**config.mk**
```make
export PLATFORM = sky130hd
export DESIGN_NAME = reg_dump_reader
export DESIGN_NICKNAME = d
export VERILOG_FILES = /design/src/rtl/reg_dump_reader_pkg.sv /design/src/rtl/reg_dump_reader.sv
export SDC_FILE = /design/constraint.sdc
export NUM_CORES = 1
export LEC_CHECK = 0
export CAP_MARGIN = 5
export CORE_MARGIN = 5
export CORE_UTILIZATION = 42
export DETAILED_ROUTE_END_ITERATION = 7
export GPL_ROUTABILITY_DRIVEN = 0
export GPL_TIMING_DRIVEN = 0
export PLACE_DENSITY = 0.78
export SYNTH_ARGS = -nofsm -noshare
export SYNTH_HDL_FRONTEND = slang
export SYNTH_SLANG_ARGS = --single-unit
export TNS_END_PERCENT = 50
```
**constraint.sdc**
```tcl
create_clock -name Clock -period 2.1 [get_ports Clock]
set_clock_uncertainty 0.05 [all_clocks]
set_input_delay 0.42 -clock Clock [delete_from_list [all_inputs] [get_ports Clock]]
set_output_delay 0.42 -clock Clock [all_outputs]
set_load 0.02 [all_outputs]
```
**src/rtl/reg_dump_reader_pkg.sv**
```systemverilog
// Shared definitions for the register dump reader: default widths, FSM states
// and the value every output register takes on reset.
package reg_dump_reader_pkg;

    localparam int          DEFAULT_DATA_W = 32;
    localparam int          DEFAULT_ADDR_W = 5;
    localparam int unsigned RESET_VALUE    = 0;

    typedef enum logic [2:0] {
        IDLE,
        ISSUE,
        CAPTURE,
        SEND,
        CSUM,
        DONE
    } dump_state_t;

endpackage

```
**src/rtl/reg_dump_reader.sv**
```systemverilog
// Walks the register file read port and streams each value out over valid/ready.
// Define REG_DUMP_CHECKSUM_EN to append an XOR checksum word after the last register.
module reg_dump_reader
    import reg_dump_reader_pkg::*;
#(
    parameter int DATA_W    = DEFAULT_DATA_W,
    parameter int ADDR_W    = DEFAULT_ADDR_W,
    parameter int FIRST_REG = 0,
    parameter int LAST_REG  = 31
) (
    input  logic              Clock,
    input  logic              Reset,
    input  logic              Start,
    output logic              Busy,
    output logic              Done,
    output logic [ADDR_W-1:0] Rd_Reg,
    input  logic [DATA_W-1:0] Rd_Data,
    output logic              Out_Valid,
    input  logic              Out_Ready,
    output logic [DATA_W-1:0] Out_Data,
    output logic [ADDR_W-1:0] Out_Index,
    output logic              Out_Last
);

    if (FIRST_REG < 0 || FIRST_REG > LAST_REG || LAST_REG >= (2 ** ADDR_W)) begin : g_bad_range
        $error("reg_dump_reader: need 0 <= FIRST_REG <= LAST_REG < 2**ADDR_W");
    end

    localparam logic [ADDR_W-1:0] FIRST_IDX = ADDR_W'(FIRST_REG);
    localparam logic [ADDR_W-1:0] LAST_IDX  = ADDR_W'(LAST_REG);

    dump_state_t       state;
    logic [ADDR_W-1:0] idx;
`ifdef REG_DUMP_CHECKSUM_EN
    logic [DATA_W-1:0] acc;
`endif

    // The register file reads synchronously, so Rd_Reg is loaded on entry to
    // ISSUE and the returned data is taken one cycle later in CAPTURE.
    always_ff @(posedge Clock) begin
        if (Reset) begin
            state     <= IDLE;
            idx       <= FIRST_IDX;
            Busy      <= 1'b0;
            Done      <= 1'b0;
            Rd_Reg    <= ADDR_W'(RESET_VALUE);
            Out_Valid <= 1'b0;
            Out_Data  <= DATA_W'(RESET_VALUE);
            Out_Index <= ADDR_W'(RESET_VALUE);
            Out_Last  <= 1'b0;
`ifdef REG_DUMP_CHECKSUM_EN
            acc       <= DATA_W'(RESET_VALUE);
`endif
        end else begin
            Done <= 1'b0;
            case (state)
                IDLE: begin
                    if (Start) begin
                        state  <= ISSUE;
                        idx    <= FIRST_IDX;
                        Rd_Reg <= FIRST_IDX;
                        Busy   <= 1'b1;
`ifdef REG_DUMP_CHECKSUM_EN
                        acc    <= DATA_W'(RESET_VALUE);
`endif
                    end
                end
                ISSUE: begin
                    state <= CAPTURE;
                end
                CAPTURE: begin
                    Out_Data  <= Rd_Data;
                    Out_Index <= idx;
                    Out_Valid <= 1'b1;
`ifdef REG_DUMP_CHECKSUM_EN
                    Out_Last  <= 1'b0;
                    acc       <= acc ^ Rd_Data;
`else
                    Out_Last  <= (idx == LAST_IDX);
`endif
                    state     <= SEND;
                end
                SEND: begin
                    if (Out_Ready) begin
                        if (idx == LAST_IDX) begin
`ifdef REG_DUMP_CHECKSUM_EN
                            // Checksum word goes out immediately, reusing the output registers.
                            Out_Data  <= acc;
                            Out_Index <= LAST_IDX;
                            Out_Valid <= 1'b1;
                            Out_Last  <= 1'b1;
                            state     <= CSUM;
`else
                            Out_Valid <= 1'b0;
                            Out_Last  <= 1'b0;
                            Done      <= 1'b1;
                            state     <= DONE;
`endif
                        end else begin
                            Out_Valid <= 1'b0;
                            Out_Last  <= 1'b0;
                            idx       <= idx + 1'b1;
                            Rd_Reg    <= idx + 1'b1;
                            state     <= ISSUE;
                        end
                    end
                end
`ifdef REG_DUMP_CHECKSUM_EN
                CSUM: begin
                    if (Out_Ready) begin
                        Out_Valid <= 1'b0;
                        Out_Last  <= 1'b0;
                        Done      <= 1'b1;
                        state     <= DONE;
                    end
                end
`endif
                DONE: begin
                    Busy  <= 1'b0;
                    state <= IDLE;
                end
                default: begin
                    state <= IDLE;
                end
            endcase
        end
    end

endmodule

```
== Word-level counts from Yosys, hierarchy flattened ==
Cells that the tools add are included.
Cells by class
  add/sub/neg operators: 1
  equal/unequal tests: 8
  muxes and demuxes: 14
  bitwise gates (word level): 2
  reductions and logical operators: 9
Operators with widths (number)
  2-to-1 mux 5 bit: 3
  one-hot mux 3 bit (4 select lines): 1
  one-hot mux 5 bit (2 select lines): 1
  2-to-1 mux 3 bit: 3
  == test 3 x 2 -> 1 bit (second input constant): 2
  != test 2 bit (second input constant): 3
  one-hot mux 1 bit (2 select lines): 3
  AND reduction 2 bit: 3
  nonzero test 2 bit: 3
  adder 5 x 1 -> 5 bit (second input constant): 1
  == test 5 bit (second input constant): 1
  AND reduction 4 bit: 1
  == test 3 x 1 -> 1 bit (second input constant): 1
  == test 3 bit (second input constant): 1
  logical NOT 3 bit: 1
  2-to-1 mux 1 bit: 3
  OR reduction 3 bit: 1
  inverter 1 bit: 2
Storage, ports and cells
  register bits after elaboration: 49
  bits of input ports: 36
  output and inout port bits: 46
  word-level logic and storage cells: 42

== Depth between registers and ports, before layout ==
Gate-level depths: netlist of run 1.
  depth after elaboration: 4
  mapped depth: 7
  depth with buffers taken out: 6

== Least setup slack after synthesis of run 1 ==
OpenSTA, ideal clock, no wires.
  kind: register -> register
  start point: register idx[0]
  end point: register idx[3]
  library setup time: 0.062 ns
  arrival time: 1.801 ns
  data required time: 1.988 ns
  setup slack: 0.187 ns
  stages on the path, launching flop included: 7
  path buffers: 0
  clock period less this slack: 1.913 ns
  path through: dfxtp_1 -> ha_1 -> and3_1 -> ha_1 -> or2_2 -> or4_1 -> nand3_1
On the way
  longest elaborated chain between the ends: 4
  elaborated cells between the ends (all ways): 7
  classes of those cells: 1 x add/sub; 2 x eq/ne; 3 x mux; 1 x reduce/logical
RTL lines
  start: declaration: line reg_dump_reader.sv:33  | logic [ADDR_W-1:0] idx;
  start signal: assignment: line reg_dump_reader.sv:102  | idx <= idx + 1'b1;
  adder 5 x 1 -> 5 bit: line reg_dump_reader.sv:102
  2-to-1 mux 5 bit: line reg_dump_reader.sv:85  | if (idx == LAST_IDX) begin
  2-to-1 mux 5 bit: line reg_dump_reader.sv:84  | if (Out_Ready) begin
  one-hot mux 5 bit (2 select lines): line reg_dump_reader.sv:56  | case (state)
Parallel ways exist; a longest one is shown, timed or not. The select of a mux whose other input is x is not followed.
A chain may end at the register's enable or synchronous reset.

== Final worst setup path of run 1 ==
Ends and elaborated chain as after synthesis.

==> impl_metrics.toml, run 1 <==
[clock_network]
clk_pin_slew_worst_paths_ns = 0.08
postCtsHoldBufs = 0
clock_tree.root_cell = "sky130_fd_sc_hd__clkbuf_8"
cts_tree = "yes"
postCtsResizedCells = 0
worstSkewPairLatency_ns = 0.29
cts_inserted_buffers = 5
ctsHtreeMaxLevel = 2
post_cts.repair.setup_buffers = 0
clockBufferDepth = 2
numClockSinks = 49

[global_routing]
globalRoute.totalOverflow = 0
grt_max_degree = 14
grt.met1_usage_pct = 19.77
initial_antenna_violation_count = 0
first_global_vias = 1684
grt.met2_usage_pct = 25.42
globalRoute.busiestLayer = "met2"
grt_first_pass_wirelength_um = 7769
gr-usage-all-layers_pct = 15.66
met3_routing_resource_usage_after_global_routing_pct = 5.208

[final_layout]
fin_cells = 368
final_cell_mix = "sky130_fd_sc_hd__clkdlybuf4s50_1, sky130_fd_sc_hd__nand2_1, sky130_fd_sc_hd__dfxtp_1, sky130_fd_sc_hd__a21oi_1"
final_util_pct = 65.58
postLayoutCellArea_mm2 = 0.002875
n_antenna_cell = 0
most_frequent_standard_cell_in_the_layout_excluding_fill_and_tap_cells = "sky130_fd_sc_hd__clkdlybuf4s50_1"
area_growth_syn_to_layout_pct = 50.29
layout-drive-gt1-share_pct = 6.962
number_of_nets_in_the_finished_design = 354

[sta]
post-route-min-period_ns = 1.907
fin_tns_setup_ns = 0
maxSlewHeadroom_pct = 67.69
rsz0062_at_grt = "false"
drv_slew = 0
timing_hold_violations_final = 0
post-route-period-util_pct = 90.82
report.final.setup_viol = 0
hold-worst-slack_ns = 0.4044
achievable-frequency_mhz = 524.3
timing_worst_slew_pin_value_ns = 0.4847

[yosys]
syn_nets = 266
synth_cell_types = 32
synth_warnings = 0
syn_area_per_cell_um2 = 8.391
synthCells = 228
synth_enable_flop_cells = 0
seq_area_frac_synth_pct = 51.28
postSynth.asyncResetShare_pct = 0
synth_flop_cell = "sky130_fd_sc_hd__dfxtp_1"
ys_seq_elements = 49
syn-cell-area_mm2 = 0.001913

[status]
run_status = "complete, no violations"

[placed_design]
placed_cells = 361
dp.final_hpwl_um = 3406
place_area_mm2 = 0.002789
placement.io_buffers = 81

[critical_path]
setup.worst_path.class = "register to register"
reg2reg_from = "idx[0]"
cp-end-kind = "register"
worstRegToRegCells = 6
timing.critical_path.fanout_max = 6
crit_path_frequent_cell = "sky130_fd_sc_hd__ha_1"
worst-endpoint-arrival_ns = 2.10
critical_path.max_stage_delay_ns = 0.46
crit_path_start_kind = "register"
rr_endpoint = "idx[3]"
worstPathCellList = "ha_1 -> and3_1 -> ha_1 -> or2_2 -> or4_1 -> nand3_1"
worst_ep_required_time_ns = 2.29
critPathSlowestCell = "sky130_fd_sc_hd__or4_1"
timing.reg2reg.setup_slack_ns = 0.19

[route]
dr.first_iter.drc_count = 72
detail_routed_net_length_per_standard_cell_um = 12.62
route.detailed.drc = 0
vias_per_cell = 4.815
drt_pass_1_iters = 4
postRouteWirelength_um = 4645
antenna_violating_nets_post_route = 0
detailed_route_via_count = 1772

[pwr]
power.net_switching_w = 0.0004755
power_share_of_the_sequential_group_pct = 52.6
peakVddDrop_mv = 0.3968
clk_network_pwr_share_pct = 29.0
swShare_pct = 25.23
power_leakage_nw = 1.046
power_density_mw_per_mm2 = 655.5
comb_power_share_pct = 18.4
internal_power_w = 0.001409

[hold_path]
min_from = "Out_Data[1]"
worst_hold_path_type = "register to register"
hold_depth = 2
hold_end = "Out_Data[1]"

[floorplanning]
dieHeight_um = 77.49
floorplan.initialDensity_pct = 43.64
placeableCoreArea_mm2 = 0.004384
die_w_um = 77.49
floorplan.rows = 24
io_pins = 82
fp.dieArea_mm2 = 0.006005

[flow_run]
timing.max_cap.violations = 0
==> per-layer routing <==
metal / up-vias / part of all wire (%)
li1: 934 / -
met1: 783 / 46
met2: 49 / 46
met3: 6 / 6.7
met4: 0 / 1.3
met5: - / 0
==> worst max-delay path, delay by kind of cell (launching register included) <==
kind / cells / cell delay (ns)
adders and majority gates: 2 / 0.41
DFF: 1 / 0.36
and+or+nand+nor: 4 / 1.03
==> how the worst max path moves through the flow <==
stage	start	to	slack [ns]
final	idx[0]	idx[3]	0.19
after global routing	idx[0]	idx[3]	0.09
after CTS	idx[0]	idx[3]	0.18
after detailed placement	Reset	Out_Data[5]	0.09
after global placement	Reset	Out_Data[15]	0.11
after floorplan	idx[0]	idx[3]	0.19
==> power by group through the flow <==
stage | clock network (W) | logic [W] | registers (W)
2_1_floorplan | 0 | 0.000128 | 0.00106
3_3_place_gp | 0 | 0.000346 | 0.00101
5_1_grt | 0.000623 | 0.000375 | 0.000998
4_1_cts | 0.000570 | 0.000351 | 0.000992
3_5_place_dp | 0 | 0.000349 | 0.00101
6_report | 0.000547 | 0.000346 | 0.000992
==> cells in the mapped netlist, drive strengths merged (2+ instances only) <==
master,n,area share (%)
nor2,2,0.39
nor3b,2,1.0
dfxtp,49,51
o21ai,3,0.78
ha,2,1.3
clkbuf,5,0.98
nand3,6,1.6
buf,12,5.1
o2111ai,2,0.92
and3,3,0.98
nand3b,2,0.78
nand2,75,15
inv,4,0.78
or4,2,0.78
a21oi,44,12
o211ai,3,1.2
==> final cells by class <==
| cell class | count | area, um^2 |
|---|---|---|
| plain buffers | 17 | 116.4 |
| clock buffers | 7 | 86.33 |
| inverters | 4 | 15.01 |
| flip-flops and latches | 49 | 980.9 |
| multi-input cells | 158 | 800.8 |
| repair buffers | 81 | 810.8 |
| fillers | 388 | 1509 |
| well taps | 52 | 65.06 |
==> per-stage QoR <==
stage	total power [W]	worst slack [ns]
final	0.001885	0.1928
after global routing	0.001996	0.08537
after CTS	0.001913	0.1833
after detailed placement	0.001363	0.09195
after global placement	0.001358	0.1122
after floorplan	0.001188	0.1869
==> state kept, by name, summed over array words and instances, names as in the netlist <==
register	cells
Out_Valid	1
Busy	1
Done	1
idx	5
Out_Data	32
Out_Index	5
state	3
Out_Last	1
==> kinds of logic (layout without fill, tap and decap cells) <==
family          count (synthesis)  after routing  synth area share (%)
simple gates                  102            102                 25.44
buf+inv                        21            109                 6.866
compound gates                 54             54                 15.11
flops                          49             49                 51.28
fa+ha+maj                       2              2                 1.308
No activity file was read; power rests on OpenSTA's default activity.
==> run 2: changes to the inputs <==
--- a/config.mk
+++ b/config.mk
@@ -11,6 +11,7 @@
 export DETAILED_ROUTE_END_ITERATION = 7
 export GPL_ROUTABILITY_DRIVEN = 0
 export GPL_TIMING_DRIVEN = 0
+export MAX_ROUTING_LAYER = met4
 export PLACE_DENSITY = 0.78
 export SYNTH_ARGS = -nofsm -noshare
 export SYNTH_HDL_FRONTEND = slang
==> run 2 against run 1 <==
  * Non-clock buffer count unchanged
  * Largest power group unchanged
  * Sequential cell count unchanged
  * First-iteration DRC count increased by 1.4%
==> impl_metrics.toml, run 2 (synthesis results as in run 1) <==
[status]
run_status = "complete, no violations"

[critical_path]
worst-endpoint-arrival_ns = 2.10
setup.worst_path.class = "register to register"
rr_endpoint = "idx[3]"
worstRegToRegCells = 6
worst_ep_required_time_ns = 2.29
timing.critical_path.fanout_max = 6
crit_path_start_kind = "register"
timing.reg2reg.setup_slack_ns = 0.19
reg2reg_from = "idx[0]"
cp-end-kind = "register"

[route]
drt_pass_1_iters = 4
detailed_route_via_count = 1783
vias_per_cell = 4.845
detail_routed_net_length_per_standard_cell_um = 12.67
postRouteWirelength_um = 4663
route.detailed.drc = 0
dr.first_iter.drc_count = 73
antenna_violating_nets_post_route = 0

[sta]
post-route-min-period_ns = 1.910
drv_slew = 0
hold-worst-slack_ns = 0.4044
timing_worst_slew_pin_value_ns = 0.4847
rsz0062_at_grt = "false"
report.final.setup_viol = 0
fin_tns_setup_ns = 0
achievable-frequency_mhz = 523.7
post-route-period-util_pct = 90.93
maxSlewHeadroom_pct = 67.69
timing_hold_violations_final = 0

[global_routing]
initial_antenna_violation_count = 0
gr-usage-all-layers_pct = 16.12
globalRoute.totalOverflow = 0
grt_first_pass_wirelength_um = 7776
grt_max_degree = 14
first_global_vias = 1684

[placed_design]
placement.io_buffers = 81
placed_cells = 361
dp.final_hpwl_um = 3406

[final_layout]
area_growth_syn_to_layout_pct = 50.29
most_frequent_standard_cell_in_the_layout_excluding_fill_and_tap_cells = "sky130_fd_sc_hd__clkdlybuf4s50_1"
number_of_nets_in_the_finished_design = 354
n_antenna_cell = 0
reg.largest.list = "Out_Data: 32 flops, Out_Index: 5 flops, idx: 5 flops"
top_register = "Out_Data"
final_util_pct = 65.58
fin_cells = 368
layout-drive-gt1-share_pct = 6.962
largest_register_ff_count = 32
final_cell_mix = "sky130_fd_sc_hd__clkdlybuf4s50_1, sky130_fd_sc_hd__nand2_1, sky130_fd_sc_hd__dfxtp_1, sky130_fd_sc_hd__a21oi_1"
fillers = 388

[clock_network]
postCtsHoldBufs = 0
worstSkewPairLatency_ns = 0.30
clockBufferDepth = 2
ctsHtreeMaxLevel = 2
cts_inserted_buffers = 5
postCtsResizedCells = 0
cts_tree = "yes"
post_cts.repair.setup_buffers = 0
numClockSinks = 49
clk_pin_slew_worst_paths_ns = 0.08
clock_tree.root_cell = "sky130_fd_sc_hd__clkbuf_8"

[hold_path]
min_from = "Out_Data[1]"
hold_end = "Out_Data[1]"
hold_depth = 2
worst_hold_path_type = "register to register"

[flow_run]
timing.max_cap.violations = 0

[pwr]
peakVddDrop_mv = 0.3974
power_density_mw_per_mm2 = 655.9
power_leakage_nw = 1.046

[floorplanning]
io_pins = 82
floorplan.rows = 24
dieHeight_um = 77.49
fp.dieArea_mm2 = 0.006005
floorplan.initialDensity_pct = 43.64
die_w_um = 77.49
placeableCoreArea_mm2 = 0.004384
-- run 2: cell counts in the layout (fill, tap and decap cells not counted) --
No cell type changed its count.
-- run 2: stage by stage --
step	area (um^2)	worst slack, ns	power, W
after CTS	2875	0.1833	0.001913
after detailed placement	2789	0.09195	0.001363
after floorplan	1913	0.1869	0.001188
after global routing	2875	0.08537	0.001996
final	2875	0.1905	0.001886
after global placement	2789	0.1122	0.001358
-- run 2: routing by layer --
layer | vias to the layer above | wire [um] | track usage (%)
li1 | 933 | - | -
met1 | 787 | 2131 | 20.06
met2 | 56 | 2156 | 25.42
met3 | 7 | 319 | 4.745
met4 | 0 | 56 | 4.639
met5 | - | 0 | -
-- run 2: how the worst max path moves through the flow --
stage	slack, ns	start	cells past startpoint	endpoint
after global routing	0.09	idx[0]	6	idx[3]
final	0.19	idx[0]	6	idx[3]
after floorplan	0.19	idx[0]	6	idx[3]
after detailed placement	0.09	Reset	4	Out_Data[5]
after CTS	0.18	idx[0]	6	idx[3]
after global placement	0.11	Reset	4	Out_Data[15]
-- run 2: worst max-delay path, cell delays in order (launching register included) --
cell	delay [ns]
sky130_fd_sc_hd__dfxtp_1	0.36
sky130_fd_sc_hd__ha_1	0.23
sky130_fd_sc_hd__and3_1	0.19
sky130_fd_sc_hd__ha_1	0.18
sky130_fd_sc_hd__or2_2	0.30
sky130_fd_sc_hd__or4_1	0.46
sky130_fd_sc_hd__nand3_1	0.09
-- run 2: final cells by class --
cell class / instances / area [um^2] / share of cell area (%)
flip-flops and latches: 49 / 980.9 / 34.12
repair buffers: 81 / 810.8 / 28.20
multi-input cells: 158 / 800.8 / 27.85
clock buffers: 7 / 86.33 / 3.003
plain buffers: 17 / 116.4 / 4.047
inverters: 4 / 15.01 / 0.5222
well taps: 52 / 65.06 / 2.263
-- run 2: power by group --
group | switching [W] | internal [W] | total, W | leakage [nW]
combinational | 0.000168 | 0.000178 | 0.000346 | 0.604
sequential | 0.0000219 | 0.000970 | 0.000992 | 0.398
clock | 0.000287 | 0.000262 | 0.000548 | 0.0443
total | 0.000477 | 0.00141 | 0.00189 | 1.05
